$ cat src/rtl/mips_ctrl_pkg.sv
// Shared types and constants for the multicycle MIPS controller.
//   state_t        : FSM state, encoding is what state_dbg shows
//   instr_class_t  : one bit per instruction class from the classifier
//   ctrl_t         : Moore part of the datapath control word
//   ctrl_decode()  : per-state Moore decode of ctrl_t
package mips_ctrl_pkg;

   typedef enum logic [3:0] {
      StFetch  = 4'd0,
      StDecode = 4'd1,
      StExecR  = 4'd2,
      StExecI  = 4'd3,
      StWbAlu  = 4'd4,
      StAddr   = 4'd5,
      StMem    = 4'd6,
      StWbMem  = 4'd7,
      StBranch = 4'd8,
      StJump   = 4'd9,
      StTrap   = 4'd10
   } state_t;

   // pc_src
   localparam logic [1:0] PcSrcSeq    = 2'd0;
   localparam logic [1:0] PcSrcBranch = 2'd1;
   localparam logic [1:0] PcSrcJump   = 2'd2;
   // alu_src_b
   localparam logic [1:0] AluBRt      = 2'd0;
   localparam logic [1:0] AluBFour    = 2'd1;
   localparam logic [1:0] AluBImm     = 2'd2;
   localparam logic [1:0] AluBImmSh   = 2'd3;
   // alu_op
   localparam logic [1:0] AluOpAdd    = 2'd0;
   localparam logic [1:0] AluOpCmp    = 2'd1;
   localparam logic [1:0] AluOpFunct  = 2'd2;
   localparam logic [1:0] AluOpOpcode = 2'd3;
   // reg_dst
   localparam logic [1:0] RegDstRt    = 2'd0;
   localparam logic [1:0] RegDstRd    = 2'd1;
   localparam logic [1:0] RegDstRa    = 2'd2;

   typedef struct packed {
      logic r;
      logic b1;
      logic j;
      logic b2;
      logic i;
      logic f;
      logic m;
   } instr_class_t;

   typedef struct packed {
      logic       mem_req;
      logic       mem_we;
      logic       iord;
      logic       pc_we;
      logic       branch;
      logic [1:0] pc_src;
      logic [1:0] alu_src_b;
      logic [1:0] alu_op;
      logic       reg_we;
      logic [1:0] reg_dst;
      logic       mem_to_reg;
   } ctrl_t;

   // Moore outputs only; ir_we and the fetch-time pc_we are added by the caller.
   function automatic ctrl_t ctrl_decode(input state_t st, input logic [5:0] op,
                                         input logic is_r);
      ctrl_t c;
      c = '0;
      unique case (st)
         StFetch: begin
            c.mem_req   = 1'b1;
            c.pc_src    = PcSrcSeq;
            c.alu_src_b = AluBFour;
            c.alu_op    = AluOpAdd;
         end
         StDecode: begin
            c.alu_src_b = AluBImmSh;
            c.alu_op    = AluOpAdd;
         end
         StExecR: begin
            c.alu_src_b = AluBRt;
            c.alu_op    = AluOpFunct;
         end
         StExecI: begin
            c.alu_src_b = AluBImm;
            c.alu_op    = AluOpOpcode;
         end
         StWbAlu: begin
            c.reg_we  = 1'b1;
            c.reg_dst = is_r ? RegDstRd : RegDstRt;
         end
         StAddr: begin
            c.alu_src_b = AluBImm;
            c.alu_op    = AluOpAdd;
         end
         StMem: begin
            c.mem_req = 1'b1;
            c.iord    = 1'b1;
            c.mem_we  = op[3];  // 101xxx are stores
         end
         StWbMem: begin
            c.reg_we     = 1'b1;
            c.mem_to_reg = 1'b1;
            c.reg_dst    = RegDstRt;
         end
         StBranch: begin
            c.branch    = 1'b1;
            c.pc_src    = PcSrcBranch;
            c.alu_op    = AluOpCmp;
            c.alu_src_b = AluBRt;
         end
         StJump: begin
            c.pc_we  = 1'b1;
            c.pc_src = PcSrcJump;
            if (op[0]) begin  // jal links into r31
               c.reg_we  = 1'b1;
               c.reg_dst = RegDstRa;
            end
         end
         default: c = '0;
      endcase
      return c;
   endfunction

endpackage

$ cat src/rtl/instruction_classifier.sv
// Classifies a MIPS primary opcode into instruction classes.
//   opcode_i : IR[31:26]
//   class_o  : class bits; all zero for opcodes outside every class
module instruction_classifier
   import mips_ctrl_pkg::*;
(
   input  logic [5:0]   opcode_i,
   output instr_class_t class_o
);

   always_comb begin
      class_o    = '0;
      class_o.r  = (opcode_i == 6'b000000);
      class_o.b1 = (opcode_i == 6'b000001);
      class_o.j  = (opcode_i[5:1] == 5'b00001);
      class_o.b2 = (opcode_i[5:2] == 4'b0001);
      class_o.i  = (opcode_i[5:3] == 3'b001);
      class_o.f  = (opcode_i[5:2] == 4'b0100);
      class_o.m  = (opcode_i[5:4] == 2'b10);
   end

endmodule

$ cat src/rtl/mips_multicycle_ctrl.sv
// Main sequencing FSM for the multicycle MIPS datapath.
//   clk, reset      : clock and asynchronous active-high reset
//   opcode          : IR[31:26], valid from DECODE on
//   mem_ready       : memory completes the pending request this cycle
//   mem_req/mem_we/iord          : memory request, store flag, address select
//   ir_we/pc_we/branch/pc_src    : IR and PC update controls
//   alu_src_b/alu_op             : ALU operand and operation selects
//   reg_we/reg_dst/mem_to_reg    : register file write-back controls
//   illegal/bus_err : sticky trap causes
//   state_dbg       : current state encoding
//   retired         : completed-instruction count (wraps)
module mips_multicycle_ctrl
   import mips_ctrl_pkg::*;
#(
   parameter int unsigned CNT_W       = 32,
   parameter int unsigned MEM_TIMEOUT = 15
) (
   input  logic             clk,
   input  logic             reset,
   input  logic [5:0]       opcode,
   input  logic             mem_ready,
   output logic             mem_req,
   output logic             mem_we,
   output logic             iord,
   output logic             ir_we,
   output logic             pc_we,
   output logic             branch,
   output logic [1:0]       pc_src,
   output logic [1:0]       alu_src_b,
   output logic [1:0]       alu_op,
   output logic             reg_we,
   output logic [1:0]       reg_dst,
   output logic             mem_to_reg,
   output logic             illegal,
   output logic             bus_err,
   output logic [3:0]       state_dbg,
   output logic [CNT_W-1:0] retired
);

   // Wait counter only needs to hold 0 .. MEM_TIMEOUT-1.
   localparam int unsigned WaitW = (MEM_TIMEOUT > 1) ? $clog2(MEM_TIMEOUT) : 1;

   state_t           state_q, state_d;
   logic [WaitW-1:0] wait_q, wait_d;
   logic [CNT_W-1:0] retired_q, retired_d;
   logic             illegal_q, illegal_d;
   logic             bus_err_q, bus_err_d;

   instr_class_t cls;
   ctrl_t        ctrl;
   logic         mem_done;
   logic         timeout;
   logic         retire;

   instruction_classifier u_classifier (
      .opcode_i (opcode),
      .class_o  (cls)
   );

   // Reset forces the decode to zero so an in-flight request drops in the same cycle.
   always_comb begin
      ctrl = '0;
      if (!reset) begin
         ctrl = ctrl_decode(state_q, opcode, cls.r);
      end
   end

   assign mem_done = ctrl.mem_req & mem_ready;
   assign timeout  = ctrl.mem_req & ~mem_ready & (wait_q == WaitW'(MEM_TIMEOUT - 1));

   always_comb begin
      state_d   = state_q;
      wait_d    = '0;
      retire    = 1'b0;
      illegal_d = illegal_q;
      bus_err_d = bus_err_q;
      unique case (state_q)
         StFetch: begin
            if (mem_done) begin
               state_d = StDecode;
            end else if (timeout) begin
               state_d   = StTrap;
               bus_err_d = 1'b1;
            end else begin
               wait_d = wait_q + WaitW'(1);
            end
         end
         StDecode: begin
            if (cls.f) begin
               state_d   = StTrap;
               illegal_d = 1'b1;
            end else if (cls.r) begin
               state_d = StExecR;
            end else if (cls.i) begin
               state_d = StExecI;
            end else if (cls.m) begin
               state_d = StAddr;
            end else if (cls.b1 | cls.b2) begin
               state_d = StBranch;
            end else if (cls.j) begin
               state_d = StJump;
            end else begin
               state_d   = StTrap;
               illegal_d = 1'b1;
            end
         end
         StExecR, StExecI: state_d = StWbAlu;
         StAddr:           state_d = StMem;
         StMem: begin
            if (mem_done) begin
               if (opcode[3]) begin
                  retire  = 1'b1;
                  state_d = StFetch;
               end else begin
                  state_d = StWbMem;
               end
            end else if (timeout) begin
               state_d   = StTrap;
               bus_err_d = 1'b1;
            end else begin
               wait_d = wait_q + WaitW'(1);
            end
         end
         StWbAlu, StWbMem, StBranch, StJump: begin
            retire  = 1'b1;
            state_d = StFetch;
         end
         StTrap:  state_d = StTrap;
         default: state_d = StFetch;
      endcase
      retired_d = retired_q + CNT_W'(retire);
   end

   always_ff @(posedge clk or posedge reset) begin
      if (reset) begin
         state_q   <= StFetch;
         wait_q    <= '0;
         retired_q <= '0;
         illegal_q <= 1'b0;
         bus_err_q <= 1'b0;
      end else begin
         state_q   <= state_d;
         wait_q    <= wait_d;
         retired_q <= retired_d;
         illegal_q <= illegal_d;
         bus_err_q <= bus_err_d;
      end
   end

   assign mem_req    = ctrl.mem_req;
   assign mem_we     = ctrl.mem_we;
   assign iord       = ctrl.iord;
   assign ir_we      = (state_q == StFetch) & mem_done;
   assign pc_we      = ctrl.pc_we | ir_we;
   assign branch     = ctrl.branch;
   assign pc_src     = ctrl.pc_src;
   assign alu_src_b  = ctrl.alu_src_b;
   assign alu_op     = ctrl.alu_op;
   assign reg_we     = ctrl.reg_we;
   assign reg_dst    = ctrl.reg_dst;
   assign mem_to_reg = ctrl.mem_to_reg;
   assign illegal    = illegal_q;
   assign bus_err    = bus_err_q;
   assign state_dbg  = state_q;
   assign retired    = retired_q;

endmodule

$ cat config.mk
export PLATFORM = sky130hd
export DESIGN_NAME = mips_multicycle_ctrl
export DESIGN_NICKNAME = d
export VERILOG_FILES = /design/src/rtl/mips_ctrl_pkg.sv /design/src/rtl/instruction_classifier.sv /design/src/rtl/mips_multicycle_ctrl.sv
export SDC_FILE = /design/constraint.sdc
export NUM_CORES = 1
export LEC_CHECK = 0
export BUFFER_PORTS_ARGS = -buffer_cell sky130_fd_sc_hd__buf_2
export CORE_AREA = 3 3 70 72
export DETAILED_ROUTE_END_ITERATION = 12
export DIE_AREA = 0 0 73 75
export HOLD_SLACK_MARGIN = 0.08
export PLACE_DENSITY_LB_ADDON = 0.2
export SLEW_MARGIN = 20
export SYNTH_ARGS = -nofsm -noshare
export SYNTH_HDL_FRONTEND = slang
export SYNTH_SLANG_ARGS = --single-unit
$ cat constraint.sdc
create_clock -name clk -period 2.7 [get_ports clk]
set_input_delay 0.54 -clock clk [delete_from_list [all_inputs] [get_ports clk]]
set_output_delay 0.54 -clock clk [all_outputs]
set_load 0.005 [all_outputs]
# == Yosys cells after proc, flatten, opt, wreduce, memory -nomap -nowiden ==
# Cells that the tools add are included.
# op_classes
n_addsub,2
n_eq_ne,22
muxes,34
bitwise,8
n_reduce_logical,7
# op_table
cell,count
$pmux W4 S6,2
$mux W4,10
$add A32 B1 Y32,1
$eq A4 B3 Y1 const B,5
$eq A4 B4 Y1 const B,4
$mux W15,1
$mux W1,13
$pmux W3 S3,1
$eq A4 B1 Y1 const B,2
$eq A4 B2 Y1 const B,2
$ne A2 B2 Y1 const B,4
$eq A6 B1 Y1 const B,1
$logic_not A6 Y1,1
$mux W2,3
$mux W3,2
$reduce_and A6 Y1,1
$eq A5 B1 Y1 const B,1
$add A4 B1 Y4 const B,1
$and A1 B1 Y1,4
$logic_not A4 Y1,1
$pmux W2 S2,1
$reduce_or A2 Y1,2
$reduce_or A4 Y1,1
$eq A3 B1 Y1 const B,1
other kinds (6),8
# totals
reg_bits,42
in_bits,9
out_inout_bits,54
word_cells,78

# == Logic depth before layout (Yosys ltp) ==
# logic_depth
depth_word,9
mapped_depth,10

# == By module ==
# Synthesis repeated with hierarchy kept, for this count alone.
# unflattened
hier_cells,231
area_unflattened_um2,2313.5
# modules_own_cells
mod,n_inst,cells_per_inst,area_per_inst_um2,seq_area_each_um2
mips_multicycle_ctrl,1,222,2243.4,1051.0
instruction_classifier,1,9,70.1,0.0

# == Worst setup path before layout ==
# OpenSTA, ideal clock, no wires.
# synth_timing
kind,reg2reg
startpoint,"register state_q[1], in the netlist state_dbg[1]"
endpoint,"register retired_q[20], in the netlist retired[20]"
setup_ns,0.124
t_arrival_ns,2.182
setup_slack_ns,0.395
path_stages_with_launch,11
n_path_buf,0
period_less_slack_ns,2.305
path_cell_list,dfrtp_1 xnor2_1 nand4_1 nand2_1 a31o_2 ha_1 ha_1 inv_1 nor4_4 nand4_1 xnor2_1
# synth_between
elab_chain_len,8
# synth_lines
item,line,source
"start, declared",mips_multicycle_ctrl.sv:43,"state_t state_q, state_d;"
"start signal, assigned",mips_multicycle_ctrl.sv:136,state_q <= StFetch;
"start signal, assigned",mips_multicycle_ctrl.sv:142,state_q <= state_d;
$eq A4 B3 Y1 or $logic_not A4 Y1 (tied branches),"mips_ctrl_pkg.sv:70, mips_multicycle_ctrl.sv:77",
$reduce_or A2 Y1 (no line),--,
$mux W1,mips_ctrl_pkg.sv:70,unique case (st)
$mux W15,mips_multicycle_ctrl.sv:63,if (!reset) begin
$and A1 B1 Y1,mips_multicycle_ctrl.sv:68,assign mem_done = ctrl.mem_req & mem_ready;
$mux W1,mips_multicycle_ctrl.sv:110,if (mem_done) begin
$pmux W1 S2 (*),mips_multicycle_ctrl.sv:77,unique case (state_q)
$add A32 B1 Y32 (*),mips_multicycle_ctrl.sv:131,retired_d = retired_q + CNT_W'(retire);
via retired_d[20],mips_multicycle_ctrl.sv:45,"logic [CNT_W-1:0] retired_q, retired_d;"
"end signal, assigned",mips_multicycle_ctrl.sv:144,retired_q <= retired_d;
"end, declared",mips_multicycle_ctrl.sv:45,
# Mark *: on every way through the listed nets, which the timed path passes. The rest lies on a longest branch.
# A chain may end at the register's enable or synchronous reset.

# == Final worst setup path ==
# layout_timing
startpoint,"register state_q[1], in the netlist state_dbg[1]"
endpoint,"register retired_q[14], in the netlist retired[14]"
# The elaborated chain is that of the path after synthesis.

==> impl_metrics.tcl <==
set metrics [dict create \
    status "completed" \
    crit_path_max_fanout 5 \
    port_buffers 62 \
    post_route_cells_drive_above_1_share 0.3060 \
    worstPathRequired_ns 2.88 \
    die_area_um2 5475 \
    seq_power_share 0.455 \
    ctsHoldBuffers 0 \
    root_buffer "clkbuf_8" \
    dr.pass1.iters 4 \
    ys_seq_elements 42 \
    clock_latency_ns 0.29 \
    synth_top_area_cell "dfrtp_1" \
    setup-violations-final 0 \
    crit_type "flip-flop to flip-flop" \
    fin_util 0.6172 \
    routed_wl_mm 4.655 \
    cpPeakStageDelay_ns 0.45 \
    clock_skew_ns 0.008697 \
    n_antenna_cell 0 \
    peakVddDrop_mv 0.3175 \
    htree_levels 2 \
    hpwl_mm 3.420 \
    grt_pass1_wl_mm 7.721 \
    track_usage 0.1792 \
    pwr-share-clk 0.230 \
    hold_viol 0 \
    areaGrowthSynthToFinish_pct 21.63 \
    vias_per_cell 5.453 \
    switchingPower_uw 612.6 \
    setup_tns_ns 0 \
    grt_max_degree 32 \
    period_share 0.9223 \
    cts_buffer_depth 2 \
    rsz0062_at_grt "false" \
    final_max_slew_viol_count 0 \
    total_leakage_power_nw 1.405 \
    layout.nets 293 \
    timing.final.crit_period_ns 2.490 \
    row_count 24 \
    fp.dieW_um 73 \
    ant_nets 0 \
    ys_seq_area_frac 0.4757 \
    critPathLaunchType "flip-flop" \
    die_height_um 75 \
    route.detailed.drc 0 \
    hp-class "flip-flop to flip-flop" \
    vias 1816 \
    drtIter0Drc 144 \
    cts_buffers 5 \
    synth_top_area_frac 0.4757 \
    pwr-share-comb 0.315 \
    synth_nets 225 \
    fp.coreArea_um2 4354 \
    p_per_area_nw_per_um2 649.0 \
    start_util 0.5075 \
    swShare 0.3512 \
    clk_pin_slew_ns 0.08 \
    critical_path_arrival_ns 2.67 \
    wl_per_cell_um 13.98 \
    synth_cell_types 42 \
    maxCapViolCount 0 \
    postSynthCellCount 212 \
    cp-end-kind "flip-flop" \
    yosysWarningCount 0 \
    grt.overflow.total 0 \
    cts_tree "done" \
    grt_pass1_vias 1632 \
    cts.sinks 42 \
    syn_area_per_cell_um2 10.42 \
    tightest_slew_ns 0.4475 \
    place_congestion 0.8593 \
    intPower_mw 1.132 \
    path_cells "xnor2_1, nand4_1, nand2_1, a31o_2, ha_1, ha_1, inv_1, nor4_2, nand4_1, xnor2_1" \
    boundaryPins 63 \
    fmax_mhz 401.6 \
    syn-cell-area_um2 2210 \
    yosys-top-cells-area "dfrtp_1, xnor2_1, nand3_1" \
    antenna_found_initial 0 \
    slowest_stage "nor4_2" \
    slew-limit-headroom 0.6994 \
]
==> metal layers <==
metal  track usage  vias to the layer above  part of all wire  routed length [µm]
met3       0.04139                        6             0.065                 301
met4       0.04918                        0             0.011                  49
li1              -                      885                 -                   -
met1        0.2641                      867              0.49                2260
met5             0                        -                 0                   0
met2        0.2651                       58              0.44                2043
==> cell usage after synthesis <==
| cell | count |
|---|---|
| nor2b_1 | 4 |
| or3_1 | 1 |
| clkbuf_1 | 4 |
| or2_2 | 1 |
| dfrtp_1 | 42 |
| nor4_4 | 3 |
| nor2_1 | 15 |
| a2bb2oi_1 | 2 |
| inv_1 | 6 |
| and4_1 | 5 |
| a21o_1 | 1 |
| nand4_1 | 7 |
| a31o_2 | 2 |
| nand3_4 | 1 |
| a2bb2o_1 | 1 |
| xnor2_1 | 27 |
| nand2b_1 | 4 |
| buf_4 | 1 |
| nor4_1 | 5 |
| o21a_1 | 1 |
| nand3b_1 | 2 |
| buf_2 | 3 |
| a31oi_1 | 1 |
| nand2_1 | 12 |
| ha_1 | 4 |
| o21ai_0 | 3 |
| and2_0 | 1 |
| o21bai_1 | 1 |
| nand3_1 | 17 |
| nor4_2 | 1 |
| a22oi_1 | 1 |
| or2_1 | 1 |
| o22a_1 | 1 |
| o211ai_1 | 1 |
| o31ai_1 | 1 |
| and4b_1 | 1 |
| and2_1 | 3 |
| nor3_1 | 6 |
| a21oi_1 | 4 |
| and3_1 | 8 |
| xor2_1 | 6 |
| nand4_4 | 1 |
==> power by group through the flow <==
stage	combinational (mW)	sequential, mW	clock (mW)
floorplan	0.333	0.812	0
global placement	0.544	0.804	0
detailed placement	0.552	0.807	0
CTS	0.557	0.796	0.413
global route	0.624	0.808	0.443
finish	0.549	0.794	0.401
==> worst max-delay path: cells and delay by family (launching register included) <==
| family | cells | cell delay, ns |
|---|---|---|
| adder cells (fa/ha/maj) | 2 | 0.41 |
| buffers and inverters | 1 | 0.11 |
| flip-flops | 1 | 0.39 |
| AND/OR/NAND/NOR | 4 | 0.87 |
| AO/OA/AOI/OAI | 1 | 0.15 |
| XOR/XNOR | 2 | 0.46 |
==> placed cells by master (no fill, tap or decap), drive strengths merged, types with 6 or more instances in the layout <==
| cell | instances |
|---|---|
| and3 | 8 |
| buf | 69 |
| dfrtp | 42 |
| inv | 6 |
| nand2 | 12 |
| nand3 | 18 |
| nand4 | 8 |
| nor2 | 15 |
| nor3 | 6 |
| nor4 | 9 |
| xnor2 | 27 |
| xor2 | 6 |
==> per-stage QoR <==
step / cells / instance area (µm²) / worst slack (ns) / total power, mW / hold slack [ns]
2_1_floorplan: 212 / 2210 / 0.3949 / 1.144 / 0.4536
3_3_place_gp: 325 / 2600 / 0.1638 / 1.348 / 0.4488
3_5_place_dp: 325 / 2600 / 0.09723 / 1.359 / 0.4508
4_1_cts: 333 / 2688 / 0.1825 / 1.766 / 0.4683
5_1_grt: 333 / 2688 / 0.01963 / 1.875 / 0.4989
6_report: 333 / 2688 / 0.2098 / 1.744 / 0.4622
==> state kept, by name, indices dropped and copies added, names as in the netlist <==
| name | flops |
|---|---|
| wait_q | 4 |
| state_dbg | 4 |
| illegal | 1 |
| retired | 32 |
| bus_err | 1 |
==> logic make-up after synthesis <==
kind of cell             synth area share
XOR/XNOR                           0.1308
flip-flops                         0.4757
buffers and inverters             0.02718
AO/OA/AOI/OAI                     0.06343
AND/OR/NAND/NOR                    0.2803
adder cells (fa/ha/maj)           0.02265
==> final cells by class <==
class | count | area (µm²)
Fill cell | 393 | 1667
Clock inverter | 3 | 18.77
Multi-Input combinational cell | 156 | 1099
Tap cell | 52 | 65.06
Sequential cell | 42 | 1051
Inverter | 6 | 22.52
Clock buffer | 5 | 68.82
Timing Repair Buffer | 69 | 362.8
==> path summary, 6_finish.rpt <==
path	startpoint	end	slack, ns	cells after the start
hold reg to reg	illegal$_DFFE_PP0P_	illegal$_DFFE_PP0P_	0.46	1
setup reg to reg	state_dbg[1]$_DFF_PP0_	retired[14]$_DFF_PP0_	0.21	10
hold / removal	illegal$_DFFE_PP0P_	illegal$_DFFE_PP0P_	0.46	1
min in group asynchronous	reset	wait_q[3]$_DFF_PP0_	0.50	4
max in group asynchronous	reset	illegal$_DFFE_PP0P_	1.82	4
setup / recovery	state_dbg[1]$_DFF_PP0_	retired[14]$_DFF_PP0_	0.21	10
==> timing repair <==
action / CTS / global route
gates resized for setup: 0 / 0
setup buffers: 0 / 0
setup endpoints to repair: 0 / 4
(Power assumes the default switching activity.)
